==> config.mk <==
export PLATFORM = sky130hd
export DESIGN_NAME = pipe_hazard_ctrl_flat
export DESIGN_NICKNAME = d
export VERILOG_FILES = /design/src/rtl/pipe_hazard_ctrl_if.sv /design/src/rtl/pipe_hazard_ctrl.sv /design/src/flat_wrapper.sv
export SDC_FILE = /design/constraint.sdc
export NUM_CORES = 1
export LEC_CHECK = 0
export ABC_CLOCK_PERIOD_IN_PS = 2050
export BUFFER_PORTS_ARGS = -buffer_cell sky130_fd_sc_hd__buf_2
export CORE_UTILIZATION = 46
export DETAILED_ROUTE_END_ITERATION = 7
export PLACE_DENSITY = 0.75
export SETUP_SLACK_MARGIN = 0.02
export SKIP_LAST_GASP = 1
export SYNTH_ARGS = -nofsm -noshare
export SYNTH_HDL_FRONTEND = slang
export SYNTH_SLANG_ARGS = --single-unit
export TNS_END_PERCENT = 10
==> constraint.sdc <==
create_clock -name clk -period 2.05 [get_ports clk]
set_input_delay 0.41 -clock clk [delete_from_list [all_inputs] [get_ports clk]]
set_output_delay 0.41 -clock clk [all_outputs]
set_load 0.03 [all_outputs]
==> src/rtl/pipe_hazard_ctrl_if.sv <==
// Stall/flush control bundle between the pipeline datapath and pipe_hazard_ctrl.
// The datapath side is the master, the hazard sequencer is the slave.
interface pipe_hazard_ctrl_if #(
  parameter int CNT_W = 16
);
  logic [4:0]       id_rs;
  logic [4:0]       id_rt;
  logic             id_use_rs;
  logic             id_use_rt;
  logic             ex_is_load;
  logic [4:0]       ex_wa;
  logic             mem_req;
  logic             mem_ack;
  logic             branch_taken;
  logic             pause_pc;
  logic             pause_fi_id;
  logic             pause_id_ex;
  logic             pause_ex_mem;
  logic             pause_mem_wb;
  logic             flush_fi_id;
  logic             mem_err;
  logic [CNT_W-1:0] stall_cnt;

  modport master (
    output id_rs, id_rt, id_use_rs, id_use_rt, ex_is_load, ex_wa,
           mem_req, mem_ack, branch_taken,
    input  pause_pc, pause_fi_id, pause_id_ex, pause_ex_mem, pause_mem_wb,
           flush_fi_id, mem_err, stall_cnt
  );

  modport slave (
    input  id_rs, id_rt, id_use_rs, id_use_rt, ex_is_load, ex_wa,
           mem_req, mem_ack, branch_taken,
    output pause_pc, pause_fi_id, pause_id_ex, pause_ex_mem, pause_mem_wb,
           flush_fi_id, mem_err, stall_cnt
  );
endinterface

==> src/rtl/pipe_hazard_ctrl.sv <==
// Stall/flush sequencer for the 5-stage pipeline: load-use bubbles, data-memory
// wait with timeout, taken-branch squash, and a saturating stall-cycle counter.
module pipe_hazard_ctrl #(
  parameter int TIMEOUT = 16,
  parameter int CNT_W   = 16
) (
  input  logic               clk,
  input  logic               rst,
  pipe_hazard_ctrl_if.slave  bus
);
  localparam int WAIT_W = $clog2(TIMEOUT + 1);
  localparam logic [WAIT_W-1:0] TIMEOUT_V = WAIT_W'(TIMEOUT);

  localparam logic [1:0] RUN      = 2'd0;
  localparam logic [1:0] MEM_WAIT = 2'd1;
  localparam logic [1:0] MEM_ERR  = 2'd2;

  logic [1:0]        state;
  logic [WAIT_W-1:0] wait_cnt;
  logic              mem_err;
  logic [CNT_W-1:0]  stall_cnt;
  logic              hazard;
  logic              memstall;
  logic              stall_all;
  logic              stall_haz;
  logic              flush;

  always_comb begin
    hazard = bus.ex_is_load && (bus.ex_wa != 5'd0) &&
             ((bus.id_use_rs && (bus.id_rs == bus.ex_wa)) ||
              (bus.id_use_rt && (bus.id_rt == bus.ex_wa)));
    memstall  = bus.mem_req && !bus.mem_ack;
    stall_all = 1'b0;
    stall_haz = 1'b0;
    flush     = 1'b0;
    // Outputs are gated by rst so an asynchronous reset releases the pipe at once.
    if (!rst) begin
      case (state)
        RUN: begin
          if (memstall)              stall_all = 1'b1;
          else if (hazard)           stall_haz = 1'b1;
          else if (bus.branch_taken) flush     = 1'b1;
        end
        MEM_WAIT, MEM_ERR: stall_all = 1'b1;
        default:           stall_all = 1'b0;
      endcase
    end
  end

  assign bus.pause_pc     = stall_all | stall_haz;
  assign bus.pause_fi_id  = stall_all | stall_haz;
  assign bus.pause_id_ex  = stall_all | stall_haz;
  assign bus.pause_ex_mem = stall_all;
  assign bus.pause_mem_wb = stall_all;
  assign bus.flush_fi_id  = flush;
  assign bus.mem_err      = mem_err;
  assign bus.stall_cnt    = stall_cnt;

  always_ff @(posedge clk or posedge rst) begin
    if (rst) begin
      state     <= RUN;
      wait_cnt  <= '0;
      mem_err   <= 1'b0;
      stall_cnt <= '0;
    end else begin
      if (bus.pause_pc && (stall_cnt != '1))
        stall_cnt <= stall_cnt + 1'b1;
      case (state)
        RUN: begin
          if (memstall) begin
            state    <= MEM_WAIT;
            wait_cnt <= WAIT_W'(1);
          end
        end
        MEM_WAIT: begin
          if (bus.mem_ack) begin
            state    <= RUN;
            wait_cnt <= '0;
          end else if (wait_cnt == TIMEOUT_V) begin
            state   <= MEM_ERR;
            mem_err <= 1'b1;
          end else begin
            wait_cnt <= wait_cnt + 1'b1;
          end
        end
        MEM_ERR: state <= MEM_ERR;
        default: state <= RUN;
      endcase
    end
  end
endmodule

==> src/flat_wrapper.sv <==
// flat-port wrapper written by rule: the top's interface ports become plain ports
module pipe_hazard_ctrl_flat 
#(
  parameter int TIMEOUT = 16,
  parameter int CNT_W   = 16
)
  (clk, rst, bus_id_rs, bus_id_rt, bus_id_use_rs, bus_id_use_rt, bus_ex_is_load, bus_ex_wa, bus_mem_req, bus_mem_ack, bus_branch_taken, bus_pause_pc, bus_pause_fi_id, bus_pause_id_ex, bus_pause_ex_mem, bus_pause_mem_wb, bus_flush_fi_id, bus_mem_err, bus_stall_cnt);
  pipe_hazard_ctrl_if #(.CNT_W(CNT_W)) bus_i ();
  input  logic clk;
  input  logic rst;
  input wire logic [$bits(bus_i.id_rs)-1:0] bus_id_rs;
  input wire logic [$bits(bus_i.id_rt)-1:0] bus_id_rt;
  input wire logic [$bits(bus_i.id_use_rs)-1:0] bus_id_use_rs;
  input wire logic [$bits(bus_i.id_use_rt)-1:0] bus_id_use_rt;
  input wire logic [$bits(bus_i.ex_is_load)-1:0] bus_ex_is_load;
  input wire logic [$bits(bus_i.ex_wa)-1:0] bus_ex_wa;
  input wire logic [$bits(bus_i.mem_req)-1:0] bus_mem_req;
  input wire logic [$bits(bus_i.mem_ack)-1:0] bus_mem_ack;
  input wire logic [$bits(bus_i.branch_taken)-1:0] bus_branch_taken;
  output wire logic [$bits(bus_i.pause_pc)-1:0] bus_pause_pc;
  output wire logic [$bits(bus_i.pause_fi_id)-1:0] bus_pause_fi_id;
  output wire logic [$bits(bus_i.pause_id_ex)-1:0] bus_pause_id_ex;
  output wire logic [$bits(bus_i.pause_ex_mem)-1:0] bus_pause_ex_mem;
  output wire logic [$bits(bus_i.pause_mem_wb)-1:0] bus_pause_mem_wb;
  output wire logic [$bits(bus_i.flush_fi_id)-1:0] bus_flush_fi_id;
  output wire logic [$bits(bus_i.mem_err)-1:0] bus_mem_err;
  output wire logic [$bits(bus_i.stall_cnt)-1:0] bus_stall_cnt;
  assign bus_i.id_rs = bus_id_rs;
  assign bus_i.id_rt = bus_id_rt;
  assign bus_i.id_use_rs = bus_id_use_rs;
  assign bus_i.id_use_rt = bus_id_use_rt;
  assign bus_i.ex_is_load = bus_ex_is_load;
  assign bus_i.ex_wa = bus_ex_wa;
  assign bus_i.mem_req = bus_mem_req;
  assign bus_i.mem_ack = bus_mem_ack;
  assign bus_i.branch_taken = bus_branch_taken;
  assign bus_pause_pc = bus_i.pause_pc;
  assign bus_pause_fi_id = bus_i.pause_fi_id;
  assign bus_pause_id_ex = bus_i.pause_id_ex;
  assign bus_pause_ex_mem = bus_i.pause_ex_mem;
  assign bus_pause_mem_wb = bus_i.pause_mem_wb;
  assign bus_flush_fi_id = bus_i.flush_fi_id;
  assign bus_mem_err = bus_i.mem_err;
  assign bus_stall_cnt = bus_i.stall_cnt;
  pipe_hazard_ctrl #(.TIMEOUT(TIMEOUT), .CNT_W(CNT_W)) u_core (.clk(clk), .rst(rst), .bus(bus_i));
endmodule
; Word-level counts from Yosys, hierarchy flattened
; Cells that the tools add are included.
[word_totals]
input_bits = 23
word_cells = 52
output_inout_bits = 23
reg_bits = 24
[op_classes]
n_eq_ne = 9
mux = 20
reduce_logical = 15
bitwise = 2
n_addsub = 2
[ops]
columns = operator, count
row1 = adder 16 x 1 -> 16 bit (second input constant), 1
row2 = inequality test 16 bit (second input constant), 1
row3 = 2-to-1 mux 5 bit, 3
row4 = 2-to-1 mux 1 bit, 11
row5 = == test 5 bit, 2
row6 = one-hot mux 5 bit (2 select lines), 1
row7 = logical AND 1 bit, 6
row8 = 2-to-1 mux 2 bit, 3
row9 = one-hot mux 2 bit (3 select lines), 1
row10 = AND reduction 3 bit, 2
row11 = adder 5 x 1 -> 5 bit (second input constant), 1
row12 = == test 5 bit (second input constant), 1
row13 = nonzero test 5 bit, 1
row14 = inequality test 3 x 2 -> 1 bit (second input constant), 1
row15 = inequality test 3 bit (second input constant), 1
row16 = == test 2 x 1 -> 1 bit (second input constant), 1
row17 = == test 2 bit (second input constant), 1
row18 = zero test 2 bit, 1
row19 = inequality test 2 x 1 -> 1 bit (second input constant), 1
row20 = one-hot mux 1 bit (2 select lines), 1
row21 = AND reduction 2 bit, 1
row22 = nonzero test 2 bit, 1
row23 = OR reduction 2 bit, 1
row24 = zero test 1 bit, 1
row25 = 3 further kinds, 3

; Depth between registers and ports, before layout
; Gate-level depths: netlist of the first run.
[depth]
word_depth = 10
depth_mapped = 8
mapped_depth_nobuf = 7

; Worst setup path before layout of the first run
; Ideal clock, no wire load.
[synth_timing]
path_kind = flip-flop to output port
start = register u_core.state[1]
end = output port bus_pause_id_ex
path_buffers = 2
path_stages_with_launch = 9
required_ns = 1.640
arrival_ns = 2.096
path_slack_ns = -0.456
path_cell_list = dfrtp_1 -> inv_1 -> ha_1 -> a21oi_1 -> nor3_2 -> a31oi_4 -> buf_6 -> inv_1 -> buf_4
[synth_between]
elab_chain_len = 5
word_cells_on_any_way = 9
cone_classes = eq/ne: 2 / mux: 4 / bitwise: 1 / reduce/logical: 2
[synth_rtl]
columns = element, line_no
row1 = "start, declared", pipe_hazard_ctrl.sv:18  ; logic [1:0] state;
row2 = "start signal, assigned", pipe_hazard_ctrl.sv:61  ; state <= RUN;
row3 = "start signal, assigned", pipe_hazard_ctrl.sv:71  ; state <= MEM_WAIT;
row4 = "start signal, assigned", pipe_hazard_ctrl.sv:77  ; state <= RUN;
row5 = == test 2 bit or == test 2 x 1 -> 1 bit (tied branches), pipe_hazard_ctrl.sv:38  ; case (state)
row6 = OR reduction 2 bit, pipe_hazard_ctrl.sv:38
row7 = one-hot mux 1 bit (2 select lines) (*), pipe_hazard_ctrl.sv:38
row8 = 2-to-1 mux 1 bit (*), pipe_hazard_ctrl.sv:37  ; if (!rst) begin
row9 = named net bus_pause_ex_mem, flat_wrapper.sv:23  ; output wire logic [$bits(bus_i.pause_ex_mem)-1:0] bus_pause_ex_mem;
row10 = OR 1 bit (*), n/a
row11 = "end, declared", flat_wrapper.sv:22  ; output wire logic [$bits(bus_i.pause_id_ex)-1:0] bus_pause_id_ex;
; Mark *: on every way through the listed nets, which the timed path passes. The rest lies on a longest branch.

; Worst setup path in the final report of the first run
[layout_timing]
start = input port bus_ex_wa[4]
end = output port bus_pause_id_ex
[layout_between]
elab_chain_len = 9
word_cells_on_any_way = 13
cone_classes = eq/ne: 2 / mux: 4 / bitwise: 1 / reduce/logical: 6
[layout_rtl]
columns = element, line_no
row1 = "start, declared", flat_wrapper.sv:16  ; input wire logic [$bits(bus_i.ex_wa)-1:0] bus_ex_wa;
row2 = == test 5 bit (on tied branches), "pipe_hazard_ctrl.sv:30, pipe_hazard_ctrl.sv:31"
row3 = logical AND 1 bit (on tied branches), "pipe_hazard_ctrl.sv:30, pipe_hazard_ctrl.sv:31"
row4 = logical OR 1 bit, pipe_hazard_ctrl.sv:30  ; ((bus.id_use_rs && (bus.id_rs == bus.ex_wa)) ||
row5 = logical AND 1 bit (*), pipe_hazard_ctrl.sv:29  ; hazard = bus.ex_is_load && (bus.ex_wa != 5'd0) &&
row6 = 2-to-1 mux 1 bit (*), pipe_hazard_ctrl.sv:41  ; else if (hazard) stall_haz = 1'b1;
row7 = 2-to-1 mux 1 bit (*), pipe_hazard_ctrl.sv:40  ; if (memstall) stall_all = 1'b1;
row8 = 2-to-1 mux 1 bit (*), pipe_hazard_ctrl.sv:38
row9 = 2-to-1 mux 1 bit (*), pipe_hazard_ctrl.sv:37
row10 = OR 1 bit (*), pipe_hazard_ctrl.sv:52  ; assign bus.pause_id_ex = stall_all | stall_haz;
; Mark *: on every way between the ends. The rest lies on a longest branch, timed or not.

==> run summary, run 1 <==
The width of the chip came out at 60.2 µm. The post-route core utilization came out at 64.9%. The cell leakage power is 1.02 nW.

The deepest level of the CTS H-tree is 1. Using the TritonRoute via totals, the vias-per-cell ratio works out to 5.28. The total power of the final layout came out at 1.79 mW. The total power per unit cell area is 881 nW/µm². The maximum clock frequency is 453 MHz. After synthesis, the mean cell area works out to 9.99 µm². The number of buffers added to fix hold violations after cts came out at 0. The maximum fanout along the worst path is 3. The net count of the mapped netlist came out at 185. The total track usage came out at 21.3%. The number of antenna diodes in the final layout is 0. For this run, global-route usage on met1 was measured as 28.6%. CTS placed an instance of sky130_fd_sc_hd__clkbuf_4 at the clock tree root. The portion of the post-synthesis area used by sequential elements is 38.5%. The number of sinks on the clock net is 24. The global routing stage identified its most utilized layer as met2. Clock-pin slew was measured on the worst setup and hold paths at 0.15 ns. The number of instances in the synthesized netlist came out at 156. The flow ran to the end, but the final reports show violations. The routed design could run at a clock period as short as 2.21 ns. Setup violations remaining at the end of the flow were counted as 7. The proportion of netlist area held by the largest area contributor came out at 38.5%. The path class of the tightest hold or removal check is in -> async. In this run, CTS created clock tree buffers numbering 3.

In this run the critical register-to-register path is launched from u_core.state[0]$_DFFE_PP0P_. Data arrives at the worst endpoint at 1.80 ns. For this block, the initial DRC count from the detailed router was 51. The number of routed nets with antenna violations came out at 0. By area the synthesized netlist is led by sky130_fd_sc_hd__dfrtp_1 39%, sky130_fd_sc_hd__xor2_1 7.9%, sky130_fd_sc_hd__xnor2_1 5.6%. The core footprint is 3130 µm². TritonCTS built the clock tree. After synthesis the cells add up to 1560 µm². The routed design has 3690 µm of wire. The fraction of met2 tracks used by global routing came out at 37.2%. The register bit count reported by yosys is 24.

The final routed wire length divided by cell count came out at 14.3 µm. Clock skew on the completed layout was measured at 0.0129 ns. The total overflow left after global routing is 0.

For this run, global-route usage on met3 was measured as 1.52%. Across the run, the number of max-cap violations was 0. The total number of vias is 1368. The checks that failed: setup timing. Leaving out fill and tap cells, the most frequent cell in the layout is sky130_fd_sc_hd__buf_2. The critical path is of the in -> out type. Once routing completed, OpenROAD measured the worst setup slack at -0.156 ns. After the last flow step, the layout net total stands at 245.

For the worst flop-to-flop path, the logic depth is 8. The last weighted congestion value of the routability-driven placer is 0.793. Setup repair after global routing could not meet its margin everywhere.

The number of remaining DRC errors is 0. The final critical path takes up 108% of the cycle. The total of buffers placed on input and output ports is 45.

The global-route wire length before repair is 5800 µm. Yosys printed 0 warnings. For the pin with the worst max-slew slack, the measured transition is 0.453 ns.

The final count of pins violating max slew is 0. The endpoint identified for the worst register-to-register timing path is u_core.bus.stall_cnt[13]$_DFFE_PP0P_. The starting density of the core came out at 49.8%.

The die footprint came out at 3630 µm². The number of rows created at floorplan is 20. The detailed placer's ending HPWL came out at 2770 µm. The top-level port count came out at 46.

Leaving out fill and tap cells, the most frequent cells in the layout are 40 x sky130_fd_sc_hd__buf_2, 24 x sky130_fd_sc_hd__dfrtp_1, 21 x sky130_fd_sc_hd__nand2_1, 15 x sky130_fd_sc_hd__buf_4, 14 x sky130_fd_sc_hd__xor2_1. For the worst-skew pair, the clock arrives at the later sink with an insertion delay of 0.32 ns. The number of unique standard cell types used by synthesis is 39. The capturing element type of the critical path is an output pin.

The maximum count of clock buffers along a single path is 2. The worst-case headroom to the max-slew limit is 69.4%. The die is 60.2 µm tall. The worst-case IR drop observed on VDD is 0.406 mV. The number of optimization iterations in the first detailed-route pass came out at 4. The most area-hungry cell type in the Yosys netlist is sky130_fd_sc_hd__dfrtp_1. The number of antenna violations at the first check in global routing came out at 0. For flop-to-flop paths, the worst setup slack is -0.05 ns. The layout overhead on the synthesized area is 30.2%. The setup TNS after final layout came out at -0.541 ns. The required time of the worst setup path came out at 1.64 ns. The sort of element at the start of the critical path is an input port. The maximum number of pins on one net before global-route repair is 25. The number of global-route vias before repair was 1273. The post-route netlist has 41.9% of its cells at a drive strength greater than 1.

The number of hold violations in the final report came out at 0.
-- through the flow --
stage | instances | instance area, µm² | worst slack, ns | hold slack [ns]
after floorplan | 156 | 1580 | -0.321 | 0.425
after global placement | 253 | 1920 | -0.129 | 0.444
after detailed placement | 253 | 1920 | -0.175 | 0.448
after CTS | 259 | 1990 | -0.134 | 0.173
after global routing | 259 | 2030 | -0.205 | 0.189
final | 259 | 2030 | -0.156 | 0.151
-- worst max-delay path by stage --
stage          slack (ns)                        start  depth (start not counted)                                   to
4_1_cts             -0.13  u_core.state[0]$_DFFE_PP0P_                          7                      bus_pause_fi_id
6_report            -0.16                 bus_ex_wa[4]                          6                      bus_pause_id_ex
5_1_grt             -0.21                 bus_ex_wa[4]                          6                      bus_pause_id_ex
3_5_place_dp        -0.18                 bus_ex_wa[0]                          7  u_core.bus.stall_cnt[1]$_DFFE_PP0P_
2_1_floorplan       -0.32                 bus_ex_wa[0]                          6                      bus_pause_id_ex
3_3_place_gp        -0.13                 bus_ex_wa[0]                          7  u_core.bus.stall_cnt[1]$_DFFE_PP0P_
-- routing by layer --
metal | vias up | part of all wire, %
li1 | 660 | -
met1 | 654 | 43
met2 | 50 | 52
met3 | 4 | 3.9
met4 | 0 | 1.3
met5 | - | 0
-- timing repair --
action                                  in CTS  in global routing
hold endpoints to repair                     0                  0
endpoints found under the setup margin      11                 18
pin swaps                                    0                  3
resized for setup                            6                 10
gates cloned                                 0                  0
setup buffers                                2                  0
-- flip-flops by register name (all words and copies together), names as in the netlist --
signal and cells:
u_core.bus.mem_err 1, u_core.wait_cnt 5, u_core.bus.stall_cnt 16, u_core.state 2
-- critical path: stages --
cell and delay [ns]:
sky130_fd_sc_hd__buf_8 0.10, sky130_fd_sc_hd__or4_4 0.51, sky130_fd_sc_hd__o21a_1 0.24, sky130_fd_sc_hd__a31oi_4 0.21, sky130_fd_sc_hd__clkinvlp_4 0.16, sky130_fd_sc_hd__buf_6 0.16
-- where the power goes --
group,internal [mW],switching (mW)
combinational,0.375,0.505
sequential,0.557,0.0940
clock,0.108,0.149
-- final cells by class --
class	instances	area [µm²]
Tap cell	44	55.1
Inverter	6	26.3
Timing Repair Buffer	61	393
Fill cell	268	1100
Multi-Input combinational cell	120	918
Sequential cell	24	601
Clock buffer	4	36.3
-- cell families after synthesis --
| group | count (synthesis) | synth area share (%) |
|---|---|---|
| XOR/XNOR | 24 | 13.5 |
| multiplexers | 4 | 3.29 |
| AO/OA/AOI/OAI | 21 | 9.23 |
| buffers and inverters | 12 | 4.41 |
| AND/OR/NAND/NOR | 65 | 26.2 |
| flip-flops | 24 | 38.5 |
| adder cells (fa/ha/maj) | 6 | 4.82 |
-- synth_stat cells, drive strengths merged --
cell	n
nor2b	2
nand2b	3
inv	6
mux2	3
o21a	1
xor2	14
o31ai	2
nor3b	1
nor4b	2
nor3	10
dfrtp	24
a21oi	8
a21o	1
buf	6
and3	4
ha	6
mux2i	1
a31oi	1
o22ai	2
nand3	6
nand4	3
xnor2	10
nor4bb	1
a22o	1
o21ai	5
or4	1
nor4	4
nand2	21
nor2	5
nand4bb	1
or2	1
Power figures use the tool's default switching activity.
==> run 2, diff against run 1 <==
--- a/config.mk
+++ b/config.mk
@@ -10,4 +10,5 @@
 export CORE_UTILIZATION = 46
 export DETAILED_ROUTE_END_ITERATION = 7
+export HOLD_SLACK_MARGIN = 0.03
 export PLACE_DENSITY = 0.75
 export SETUP_SLACK_MARGIN = 0.02
==> constraint.sdc (replaced) <==
create_clock -name clk -period 2.05 [get_ports clk]
set_input_delay 0.41 -clock clk [delete_from_list [all_inputs] [get_ports clk]]
set_output_delay 0.41 -clock clk [all_outputs]
set_load 0.05 [all_outputs]
==> run 2 against run 1 <==
The run still ends with setup timing left. Clock power about the same. Via count decreased by 0.37%. First-iteration DRC count increased by 59%. Final cell count increased by 1.5%. Die area unchanged. Setup slack got worse by 0.017 ns. Global-route usage decreased by 0.30 points. Worst hold slack improved by 0.0035 ns. Power increased by 9.2%. Clock skew decreased by 0.0055 ns. Combinational power increased by 19%. Flip-flop and latch count unchanged.
==> run summary, run 2 (synthesis gave the netlist of run 1 again) <==
The run finished, with violations left. The checks that failed: setup timing. The width of the chip came out at 60.2 µm. The setup path with the least slack is of type in -> out. The maximum fanout along the worst path is 3. In the final layout, the multi-input gates occupy 931 µm². The highest signal layer in the routed design is met4. The deepest level of the CTS H-tree came out at 1. The total number of nets in the final design is 249. The routed design could run at a clock period as short as 2.22 ns. Of the available clock period, the critical path in the final layout requires 108%. The number of sinks on the clock net is 24. The detail-routed via count per cell is 5.18. The first global-routing pass estimated 5750 µm of wire. The total routed wirelength came out at 3580 µm. The met2 layer wire length in the routed design is 1980 µm. The maximum number of pins on one net before global-route repair came out at 25.

The maximum vdd ir drop came out at 0.559 mV. The number of hold violations in the final report is 0. The layout overhead on the synthesized area came out at 32.3%. The number of global-route vias before repair came to 1385. The sequential cell area is 601 µm². The detailed placer's ending HPWL is 2730 µm. STA puts the critical path data required time at 1.64 ns.

The post-place instance area is 1930 µm². The critical register-to-register path startpoint is u_core.state[1]$_DFFE_PP0P_. Pin placement for this block handled 46 I/O pins. The fill cell instance count of the final layout is 257.

STA classifies the critical path startpoint as an input port. In the final layout, the registers with the most flip-flops are u_core.bus.stall_cnt (16), u_core.wait_cnt (5), u_core.state (2). For this run, the total global-route usage over all layers was measured as 21.0%. The number of DRC markers after the initial detailed-route iteration is 81. The number of optimization iterations in the first detailed-route pass is 4. From bottom edge to top edge, the die measures 60.2 µm. The CTS tree is done. The die covers 3630 µm². The setup check on the worst reg-to-reg path leaves a slack of -0.10 ns. The length in cells of the worst reg-to-reg path came out at 10. Of the cells placed in the final design, the portion with a size suffix greater than 1 is 42.9%.

STA puts the critical path data arrival time at 1.81 ns. Dividing the detail-routed wire length by the instance count gives 13.6 µm. The flip-flop count of the largest register, all copies and words added came out at 16. Across all hold checks on the routed design, the worst slack comes to 0.154 ns. In this run the critical register-to-register path is captured at u_core.bus.stall_cnt[8]$_DFFE_PP0P_. Leaving out fill and tap cells, the most frequent cells in the layout are 39 x sky130_fd_sc_hd__buf_2, 24 x sky130_fd_sc_hd__dfrtp_1, 23 x sky130_fd_sc_hd__buf_4, 21 x sky130_fd_sc_hd__nand2_1, 14 x sky130_fd_sc_hd__xor2_1.

The maximum count of clock buffers along a single path is 2. The number of buffers created by CTS came out at 3. Clock-pin slew was measured on the worst setup and hold paths at 0.14 ns.

The largest register by flop count is u_core.bus.stall_cnt. The number of remaining DRC errors came out at 0. The initial utilization of the core area, before any placement, comes to 49.8%.

The core footprint came out at 3130 µm². The summed area of non-filler cells in the final layout came out at 2060 µm². Timing would allow up to 450 MHz. STA classifies the critical path endpoint as an output pin. The number of maximum-capacitance violations came out at 0. The number of rows created at floorplan is 20.

Wire segments on met3 add up to 92 µm in the final route. In this run the static leakage power is 1.04 nW. The setup skew after layout came out at 0.00737 ns. The count of buffers added on input and output ports is 45. For this run the aggregate overflow at the end of global routing stands at 0. The later-pin clock latency in the skew report came out at 0.32 ns. The number of antenna violations at the first check in global routing came out at 0. The most frequent standard cell in the layout excluding fill and tap cells is sky130_fd_sc_hd__buf_2.

The total power per unit cell area came out at 947 nW/µm². The post-layout worst setup margin is -0.173 ns. Setup repair after global routing could not meet its margin everywhere. At the placement stage, the worst setup path has a slack of -0.151 ns. The measured slew at the worst slew-check pin is 0.351 ns. The antenna diode count came out at 0. The setup-violating endpoint count in the final report is 11. The cell sitting at the root of the clock tree is a sky130_fd_sc_hd__clkbuf_4. The detailed-route wire length on metal 1 is 1460 µm. The total number of vias came out at 1363. The final count of pins violating max slew is 0. The detail route stage leaves a number of antenna-violating nets equal to 0. The last weighted congestion value of the routability-driven placer came out at 0.746. The worst-case headroom to the max-slew limit came out at 76.5%. The path class of the tightest hold or removal check is in -> async.
-- run 2: worst max path at each step --
stage	end	startpoint	depth (start not counted)	slack, ns
2_1_floorplan	bus_pause_id_ex	bus_ex_wa[0]	6	-0.46
3_3_place_gp	u_core.bus.stall_cnt[1]$_DFFE_PP0P_	bus_ex_wa[0]	7	-0.13
3_5_place_dp	u_core.bus.stall_cnt[8]$_DFFE_PP0P_	bus_ex_wa[2]	10	-0.15
4_1_cts	bus_pause_pc	bus_ex_wa[0]	6	-0.17
5_1_grt	bus_pause_fi_id	u_core.state[0]$_DFFE_PP0P_	7	-0.22
6_report	bus_pause_fi_id	bus_ex_wa[0]	6	-0.17
-- run 2: where the power goes --
group	leakage, nW	total, mW	internal, mW	switching (mW)
clock	0.0210	0.255	0.109	0.147
sequential	0.322	0.649	0.557	0.0924
combinational	0.695	1.05	0.410	0.638
-- run 2: metrics by stage --
| stage | total power [mW] | setup TNS (ns) | utilization (%) | instances |
|---|---|---|---|---|
| after floorplan | 1.37 | -3.42 | - | 156 |
| after detailed placement | 1.59 | -1.33 | 61.8 | 256 |
| final | 1.95 | -0.998 | 65.9 | 263 |
| after CTS | 1.95 | -1.28 | 65.6 | 263 |
| after global placement | 1.55 | -1.08 | 61.8 | 256 |
| after global routing | 2.08 | -2.20 | 65.9 | 263 |
-- run 2: area by class of cell --
class / instances / share of cell area (%)
Multi-Input combinational cell: 120 / 45.1
Clock buffer: 4 / 1.76
Sequential cell: 24 / 29.1
Tap cell: 44 / 2.67
Inverter: 6 / 1.27
Timing Repair Buffer: 65 / 20.0
-- run 2: critical path: stages --
cell and delay (ns):
sky130_fd_sc_hd__buf_2 0.11, sky130_fd_sc_hd__or4_1 0.52, sky130_fd_sc_hd__o21a_1 0.23, sky130_fd_sc_hd__a31oi_4 0.18
sky130_fd_sc_hd__clkinvlp_4 0.18, sky130_fd_sc_hd__buf_8 0.18
-- run 2: what timing repair did --
action / CTS / global route
hold buffers: 0 / 0
setup endpoints to repair: 7 / 17
gates resized for setup: 17 / 2
pin swaps: 1 / 2
buffers inserted: 3 / 0
-- run 2: metal layers --
layer  GRT usage, %  vias to the layer above
li1               -                      670
met1           23.5                      658
met2           39.2                       29
met3           4.33                        6
met4           6.64                        0
met5              0                        -
